## src/rtl/temporizador_semaforo.sv

```systemverilog
// Phase timer for the traffic-light FSM: decodes the current light phase, emits one
// single-cycle advance pulse per phase, latches pedestrian requests and flags bad lights.
module temporizador_semaforo #(
    parameter int CNT_W          = 16,
    parameter int TICKS_VERMELHO = 50,
    parameter int TICKS_VERDE    = 40,
    parameter int TICKS_AMARELO  = 10,
    parameter int MIN_VERDE      = 10
) (
    input  logic clk,
    input  logic rst,
    input  logic enable,
    input  logic vermelho,
    input  logic amarelo,
    input  logic verde,
    input  logic botao_pedestre,
    output logic pulso,
    output logic pedido_pendente,
    output logic erro
);

    localparam logic [2:0] FASE_INIT     = 3'd0;
    localparam logic [2:0] FASE_VERMELHO = 3'd1;
    localparam logic [2:0] FASE_AMARELO  = 3'd2;
    localparam logic [2:0] FASE_VERDE    = 3'd3;
    localparam logic [2:0] FASE_INVALIDA = 3'd4;

    localparam logic [63:0] LIMITE_CNT = 64'd1 << CNT_W;

    if (TICKS_VERMELHO < 1 || TICKS_VERDE < 1 || TICKS_AMARELO < 1 || MIN_VERDE < 1 ||
        MIN_VERDE > TICKS_VERDE ||
        64'(TICKS_VERMELHO) >= LIMITE_CNT || 64'(TICKS_VERDE) >= LIMITE_CNT ||
        64'(TICKS_AMARELO) >= LIMITE_CNT) begin : g_param_invalido
        $error("temporizador_semaforo: invalid timing parameters");
    end

    localparam logic [CNT_W-1:0] CNT_MAX     = '1;
    localparam logic [CNT_W-1:0] FIM_VM      = CNT_W'(TICKS_VERMELHO - 1);
    localparam logic [CNT_W-1:0] FIM_VD      = CNT_W'(TICKS_VERDE - 1);
    localparam logic [CNT_W-1:0] FIM_AM      = CNT_W'(TICKS_AMARELO - 1);
    localparam logic [CNT_W-1:0] FIM_MIN_VD  = CNT_W'(MIN_VERDE - 1);

    logic [2:0]       r_fase_q;
    logic [CNT_W-1:0] r_cnt;
    logic             r_feito;
    logic             r_pulso;
    logic             r_pedido;
    logic             r_erro;
    logic             r_botao_q;

    logic [2:0]       w_fase;
    logic [CNT_W-1:0] w_fim;
    logic             w_cronometrada;
    logic             w_entrada;
    logic             w_limite;
    logic             w_disparo;
    logic             w_conta;
    logic             w_subida;

    always_comb begin
        w_fase = FASE_INVALIDA;
        case ({vermelho, amarelo, verde})
            3'b100:  w_fase = FASE_VERMELHO;
            3'b010:  w_fase = FASE_AMARELO;
            3'b001:  w_fase = FASE_VERDE;
            3'b110:  w_fase = FASE_INIT;
            default: w_fase = FASE_INVALIDA;
        endcase
    end

    // INIT and INVALIDA have no duration: they never count and never pulse.
    always_comb begin
        w_fim          = '0;
        w_cronometrada = 1'b1;
        case (w_fase)
            FASE_VERMELHO: w_fim = FIM_VM;
            FASE_AMARELO:  w_fim = FIM_AM;
            FASE_VERDE:    w_fim = FIM_VD;
            default:       w_cronometrada = 1'b0;
        endcase
    end

    assign w_entrada = (w_fase != r_fase_q);
    assign w_limite  = (r_cnt == w_fim) ||
                       ((w_fase == FASE_VERDE) && r_pedido && (r_cnt >= FIM_MIN_VD));
    assign w_conta   = !w_entrada && enable && !r_feito && w_cronometrada;
    assign w_disparo = w_conta && w_limite;
    assign w_subida  = botao_pedestre && !r_botao_q;

    always_ff @(posedge clk or negedge rst) begin
        if (!rst) begin
            r_fase_q  <= FASE_INIT;
            r_cnt     <= '0;
            r_feito   <= 1'b0;
            r_pulso   <= 1'b0;
            r_erro    <= 1'b0;
            r_botao_q <= 1'b0;
        end else begin
            r_fase_q  <= w_fase;
            r_erro    <= (w_fase == FASE_INVALIDA);
            r_botao_q <= botao_pedestre;
            if (w_entrada) begin
                r_cnt   <= '0;
                r_feito <= 1'b0;
                r_pulso <= 1'b0;
            end else begin
                r_pulso <= w_disparo;
                if (w_disparo) begin
                    r_feito <= 1'b1;
                end
                if (w_conta && (r_cnt != CNT_MAX)) begin
                    r_cnt <= r_cnt + 1'b1;
                end
            end
        end
    end

    // Serving green clears the request; a press on that same edge is lost.
    always_ff @(posedge clk or negedge rst) begin
        if (!rst) begin
            r_pedido <= 1'b0;
        end else if (w_disparo && (w_fase == FASE_VERDE)) begin
            r_pedido <= 1'b0;
        end else if (w_subida) begin
            r_pedido <= 1'b1;
        end
    end

    assign pulso           = r_pulso;
    assign pedido_pendente = r_pedido;
    assign erro            = r_erro;

endmodule

```

## config.mk

```make
export PLATFORM = sky130hd
export DESIGN_NAME = temporizador_semaforo
export DESIGN_NICKNAME = d
export VERILOG_FILES = /design/src/rtl/temporizador_semaforo.sv
export SDC_FILE = /design/constraint.sdc
export NUM_CORES = 1
export LEC_CHECK = 0
export ABC_CLOCK_PERIOD_IN_PS = 3600
export BUFFER_PORTS_ARGS = -buffer_cell sky130_fd_sc_hd__buf_2
export CAP_MARGIN = 20
export CORE_ASPECT_RATIO = 0.6
export CORE_MARGIN = 2
export CORE_UTILIZATION = 45
export DETAILED_ROUTE_END_ITERATION = 10
export GPL_TIMING_DRIVEN = 0
export PLACE_DENSITY = 0.7
export SLEW_MARGIN = 20
export SYNTH_ARGS = -nofsm -noshare
export SYNTH_HDL_FRONTEND = slang
export SYNTH_SLANG_ARGS = --single-unit
export TNS_END_PERCENT = 20
```

## constraint.sdc

```tcl
create_clock -name clk -period 3.6 [get_ports clk]
set_input_delay 0.54 -clock clk [delete_from_list [all_inputs] [get_ports clk]]
set_output_delay 0.54 -clock clk [all_outputs]
set_load 0.02 [all_outputs]
```

==> flow_summary.ini, run 1 <==
[run_status]
status = complete, no violations

[grt]
first_global_vias = 1080
antenna_found_initial = 0
grt_use_total_pct = 18.9
grt_max_degree = 25
grt_first_pass_wirelength_um = 5290
grt-ovfl-total = 0

[clocking]
cts_resized = 0
postCtsSetupRepairBufs = 0
cts-root-buf = clkbuf_8
cts_max_level = 1
cts.sinks = 24
numCtsBuffers = 3
worst_skew_pair.late_latency_ns = 0.27
cts_tree = done
clk_pin_slew_ns = 0.09
hold_buffers = 0
clk_path_buf_depth = 2

[final_layout]
diodes = 0
layout_commonest_cell = dfrtp_1
nFillCells = 279
fin_nets = 184
utilization_pct = 54.3
final_cell_mix = dfrtp_1 (24), nor2_1 (22), buf_2 (12), xnor2_1 (11), nor3_1 (8)
drive_above_1_share_pct = 12.1
regArea_sq_um = 601
multi_input_area_sq_um = 777
synthToLayoutAreaGrowth_pct = 11.7

[critical_path]
critPathSlowestCell = nor4_2
reg2reg_to = r_cnt[7]$_DFFE_PN0P_
required_ns = 3.75
path_max_fanout = 10
ff2ff_setup_slack_ns = 1.16
crit_chain = clkbuf_1 -> nand4_1 -> nor4_2 -> or4_4 -> xor2_1 -> nor2_1
critPathLaunchType = flop
worstPathArrival_ns = 2.59
crit_type = reg -> reg
ff2ff_path_depth = 6
end_kind = flop
slowest_delay_ns = 0.83
r2r-start = r_cnt[4]$_DFFE_PN0P_

[place]
port_buffers = 9
gp_congestion = 0.854
dp_hpwl_um = 2370

[logic_synthesis]
ys_types = 41
syn_nets = 170
synth.area.top_cells = dfrtp_1 (42%), xnor2_1 (6.7%), nor2_1 (5.7%)
yosys.area.top_type_share_pct = 41.7
synth-edff-count = 0
synth_area_sq_um = 1440
ys_seq_area_share_pct = 41.7
synth_seq_cells = 24
synthArstFlopShare_pct = 100
synth.avg_cell_area_sq_um = 9.01
synthFlopType = dfrtp_1
yosys_warnings = 0
synth_top_area_cell = dfrtp_1
synth_cells = 160

[sta]
fin_crit_sh_pct = 67.8
slew_headroom_pct = 39.1
slew_violations = 0
fmaxAchievable_mhz = 409
hold_viol = 0
final.setup_skew_ns = 0.00167
tns_ns = 0
tightest_slew_ns = 0.906
finalCriticalPeriod_ns = 2.44
setup_viol = 0
rsz0062_at_grt = no

[min_path]
worstHoldPathType = in -> async

[floorplanning]
core_sq_um = 2970
placementRows = 15
die_area_sq_um = 3690
initial_core_util_pct = 48.6
die_y_um = 47.8
boundaryPins = 10
dieWidth_um = 77.1

[power_and_ir_drop]
p_leak_uw = 0.000608
p_per_area_nw_per_um2 = 364
irDropWorstVdd_uv = 207

[routing]
vias = 1247
dr.first_iter.drc_count = 84
drc = 0
avgViaCountPerCell = 5.80
wl_per_cell_um = 15.4
ant_nets = 0
drtPass1Iterations = 4
routed_wl_um = 3310

[flow_run]
cap_violations = 0
-- registers in the layout, summed over array words and instances, names as in the netlist --
register and count:
r_botao_q 1, r_feito 1, erro 1, pulso 1, r_cnt 16, pedido_pendente 1, r_fase_q 3
-- metal layers --
metal	wire [um]	track usage [%]	part of all wire, %	up-vias
li1	-	-	-	595
met1	1610	26.1	49	592
met2	1430	31.1	43	58
met3	253	4.91	7.7	2
met4	12	4.29	0.36	0
met5	0	0	0	-
-- synth_stat cells (4+ instances only) --
cell type,n
xor2_1,6
nor3_1,8
o21ai_0,6
nand2_1,6
a21oi_1,4
nor2_1,22
nand3_1,5
nor2b_1,4
or3_1,4
nand4_1,6
inv_1,7
xnor2_1,11
dfrtp_1,24
nor4_1,5
clkbuf_1,6
-- worst max-delay path by stage --
| stage | start | endpoint | slack [ns] | depth (start not counted) |
|---|---|---|---|---|
| CTS | r_cnt[4]$_DFFE_PN0P_ | r_cnt[9]$_DFFE_PN0P_ | 1.21 | 6 |
| global placement | vermelho | r_cnt[0]$_DFFE_PN0P_ | 1.11 | 8 |
| floorplan | amarelo | r_cnt[9]$_DFFE_PN0P_ | 1.46 | 6 |
| finish | r_cnt[4]$_DFFE_PN0P_ | r_cnt[7]$_DFFE_PN0P_ | 1.16 | 6 |
| global route | r_cnt[4]$_DFFE_PN0P_ | r_cnt[9]$_DFFE_PN0P_ | 1.00 | 6 |
| detailed placement | vermelho | r_cnt[14]$_DFFE_PN0P_ | 1.03 | 8 |
-- where the power goes --
group	switching, uW	total [uW]	internal [uW]	leakage (uW)
sequential	6.42	282	276	0.000321
clock	91.8	241	149	0.0000357
combinational	42.9	64.2	21.3	0.000252
total	141	587	446	0.000608
-- layout make-up --
type / instances / area share, %
multi-input cells: 120 / 48.3
flip-flops and latches: 24 / 37.3
well taps: 42 / 3.26
repair buffers: 9 / 2.80
clock buffers: 3 / 2.56
plain buffers: 9 / 2.33
clock inverters: 1 / 1.86
inverters: 7 / 1.63
-- logic make-up after synthesis --
family | synth area share [%]
simple gates | 28.6
compound gates | 11.6
flops | 41.7
xor+xnor | 10.3
buf+inv | 4.43
fa+ha+maj | 2.60
mux | 0.694
-- critical path: cells and delay by family, from the launching register on --
kind | cells | cell delay, ns
DFF | 1 | 0.34
buffers and inverters | 1 | 0.33
xor gates and xnor gates | 1 | 0.14
and+or+nand+nor | 4 | 1.51
-- metrics by stage --
stage,worst slack [ns],total power [uW],instance area [sq um],std cells,hold slack [ns]
after global placement,1.11,348,1540,211,0.513
after floorplan,1.46,327,1440,160,0.244
after CTS,1.21,590,1610,215,0.254
after detailed placement,1.03,351,1540,211,0.524
after global routing,1.00,606,1610,215,0.272
final,1.16,587,1610,215,0.234
No activity file was read; power rests on OpenSTA's default activity.
==> run 2, diff against run 1 <==
--- a/config.mk
+++ b/config.mk
@@ -5,7 +5,8 @@
 export SDC_FILE = /design/constraint.sdc
 export NUM_CORES = 1
 export LEC_CHECK = 0
-export ABC_CLOCK_PERIOD_IN_PS = 3600
+export ABC_AREA = 1
+export ABC_CLOCK_PERIOD_IN_PS = 2400
 export BUFFER_PORTS_ARGS = -buffer_cell sky130_fd_sc_hd__buf_2
 export CAP_MARGIN = 20
 export CORE_ASPECT_RATIO = 0.6
==> constraint.sdc (replaced) <==
create_clock -name clk -period 2.4 [get_ports clk]
set_input_delay 0.36 -clock clk [delete_from_list [all_inputs] [get_ports clk]]
set_output_delay 0.36 -clock clk [all_outputs]
set_load 0.02 [all_outputs]
==> flow_summary.ini, run 2 <==
[routing]
vias = 1458
avgViaCountPerCell = 5.04
drtPass1Iterations = 4
wl_per_cell_um = 13.3
ant_nets = 0
dr.first_iter.drc_count = 118
drc = 0
routed_wl_um = 3860

[clocking]
cts-root-buf = clkbuf_8
worst_skew_pair.late_latency_ns = 0.28
postCtsSetupRepairBufs = 0
clk_path_buf_depth = 2
cts_max_level = 1
cts_resized = 0
numCtsBuffers = 3
cts_tree = done
clk_pin_slew_ns = 0.10
hold_buffers = 0
cts.sinks = 24

[logic_synthesis]
syn_nets = 239
yosys.area.top_type_share_pct = 35.4
synthFlopType = dfrtp_1
yosys_warnings = 0
synth_common_cells = nand2_1 (54), nor2_1 (32), inv_1 (26), dfrtp_1 (24), nand3_1 (21)
yosysMostFrequentCell = nand2_1
ys_seq_area_share_pct = 35.4
synth.avg_cell_area_sq_um = 7.41
synth_cells = 229
synth_area_sq_um = 1700
synth_seq_cells = 24
synth.area.top_cells = dfrtp_1 (35%), nand2_1 (12%), nor2_1 (7.1%)
synth-edff-count = 0
synthArstFlopShare_pct = 100
synth_top_area_cell = dfrtp_1
ys_types = 25

[final_layout]
drive_above_1_share_pct = 21.1
final_cell_mix = nand2_1 (54), nor2_1 (32), inv_1 (26), dfrtp_1 (24), nand3_1 (21)
diodes = 0
synthToLayoutAreaGrowth_pct = 10.3
nFillCells = 352
largest_reg_flops = 16
layout_commonest_cell = nand2_1
final_cell_area_sq_um = 1870
largestRegisters = r_cnt: 16 flops, r_fase_q: 3 flops
top_register = r_cnt
fin_nets = 253
stdcell_count = 289
utilization_pct = 51.5

[critical_path]
worstPathArrival_ns = 2.39
slowest_delay_ns = 0.50
path_max_fanout = 10
required_ns = 2.58
critPathLaunchType = flop
end_kind = flop
r2r-start = r_cnt[0]$_DFFE_PN0P_
crit_chain = ha_1 -> inv_2 -> nor2_1 -> nand4_1 -> nor2_1 -> o21ai_4 -> buf_6 -> nand2_2 -> o21ai_2
reg2reg_to = r_cnt[12]$_DFFE_PN0P_
path_common_cell = nor2_1
ff2ff_path_depth = 9
ff2ff_setup_slack_ns = 0.19
crit_type = reg -> reg
critPathSlowestCell = dfrtp_1

[flow_run]
cap_violations = 0

[sta]
tns_ns = 0
final.setup_skew_ns = 0.00428
slew_violations = 0
finalCriticalPeriod_ns = 2.21
rsz0062_at_grt = no
tightest_slew_ns = 0.594
hold_viol = 0
fmaxAchievable_mhz = 453
fin_crit_sh_pct = 92.0
setup_viol = 0
slew_headroom_pct = 60.4

[power_and_ir_drop]
irDropWorstVdd_uv = 333
power.total_uw = 928
p_leak_uw = 0.000880
p_per_area_nw_per_um2 = 496

[place]
port_buffers = 9
gp_congestion = 0.905
dpl-instance-area_sq_um = 1800
dp_cells = 285
dp_hpwl_um = 2880

[grt]
first_global_vias = 1288
grt-ovfl-total = 0
grt_first_pass_wirelength_um = 6580
grt_max_degree = 25
antenna_found_initial = 0
grt_use_total_pct = 19.6

[floorplanning]
dieWidth_um = 83.3
placementRows = 17
die_y_um = 51.6
boundaryPins = 10
die_area_sq_um = 4290
core_sq_um = 3640
initial_core_util_pct = 46.6

[run_status]
status = complete, no violations

[min_path]
worstHoldPathType = in -> async
==> run 2: cell types whose count changed in the layout (fill, tap and decap cells not counted), sizes merged, moves of 4 or more <==
cell    delta
nand2     +56
inv       +23
nand3     +22
nor2      +14
xnor2      -9
o21ai      +8
nor4       -6
xor2       +6
clkbuf     -5
nor3       -5
a21oi      -4
nor2b      -4
or3        -4
==> run 2: logic make-up after synthesis <==
group	share of synthesized area [%]
AO/OA/AOI/OAI	8.92
AND/OR/NAND/NOR	37.2
adder cells (fa/ha/maj)	2.21
XOR/XNOR	7.23
flip-flops	35.4
buffers and inverters	9.00
==> run 2: final cells by class <==
class                   count  area, sq um  area share, %
clock buffers               3         41.3           2.21
multi-input cells         170          943           50.4
well taps                  47         58.8           3.14
plain buffers               4         31.3           1.67
repair buffers              9         45.0           2.41
clock inverters             1         30.0           1.60
flip-flops and latches     24          601           32.1
inverters                  31          121           6.48
==> run 2: layer usage <==
| metal | track usage (%) | vias to the layer above | share of wire [%] |
|---|---|---|---|
| met5 | 0 | - | 0 |
| met4 | 2.46 | 0 | 0.34 |
| met3 | 4.60 | 2 | 7.2 |
| met2 | 25.7 | 40 | 37 |
| met1 | 32.3 | 661 | 55 |
| li1 | - | 755 | - |
==> run 2: worst max-delay path by stage <==
stage               cells after the start               endpoint            startpoint  slack, ns
CTS                                     9  r_cnt[13]$_DFFE_PN0P_  r_cnt[0]$_DFFE_PN0P_       0.23
finish                                  9  r_cnt[12]$_DFFE_PN0P_  r_cnt[0]$_DFFE_PN0P_       0.19
floorplan                               9   r_cnt[3]$_DFFE_PN0P_  r_cnt[0]$_DFFE_PN0P_       0.67
global route                            9  r_cnt[14]$_DFFE_PN0P_  r_cnt[0]$_DFFE_PN0P_       0.02
global placement                        9  r_cnt[13]$_DFFE_PN0P_  r_cnt[0]$_DFFE_PN0P_       0.25
detailed placement                      9  r_cnt[13]$_DFFE_PN0P_  r_cnt[0]$_DFFE_PN0P_       0.25
==> run 2: where the power goes <==
group	internal, uW	switching (uW)
Sequential	412	4.57
Clock	223	148
Combinational	38.9	102
==> run 2: critical path: cells and delay by family, from the launching register on <==
family / cells / cell delay (ns)
DFF: 1 / 0.50
adders and majority gates: 1 / 0.36
buffers and inverters: 2 / 0.24
AOI/OAI and AO/OA: 2 / 0.20
and+or+nand+nor: 4 / 0.81
==> run 2: stage by stage <==
step                      hold slack [ns]  setup WS (ns)
final                              0.0767          0.192
after global routing                0.108         0.0199
after CTS                          0.0846          0.228
after detailed placement            0.389          0.253
after global placement              0.390          0.254
after floorplan                    0.0644          0.666
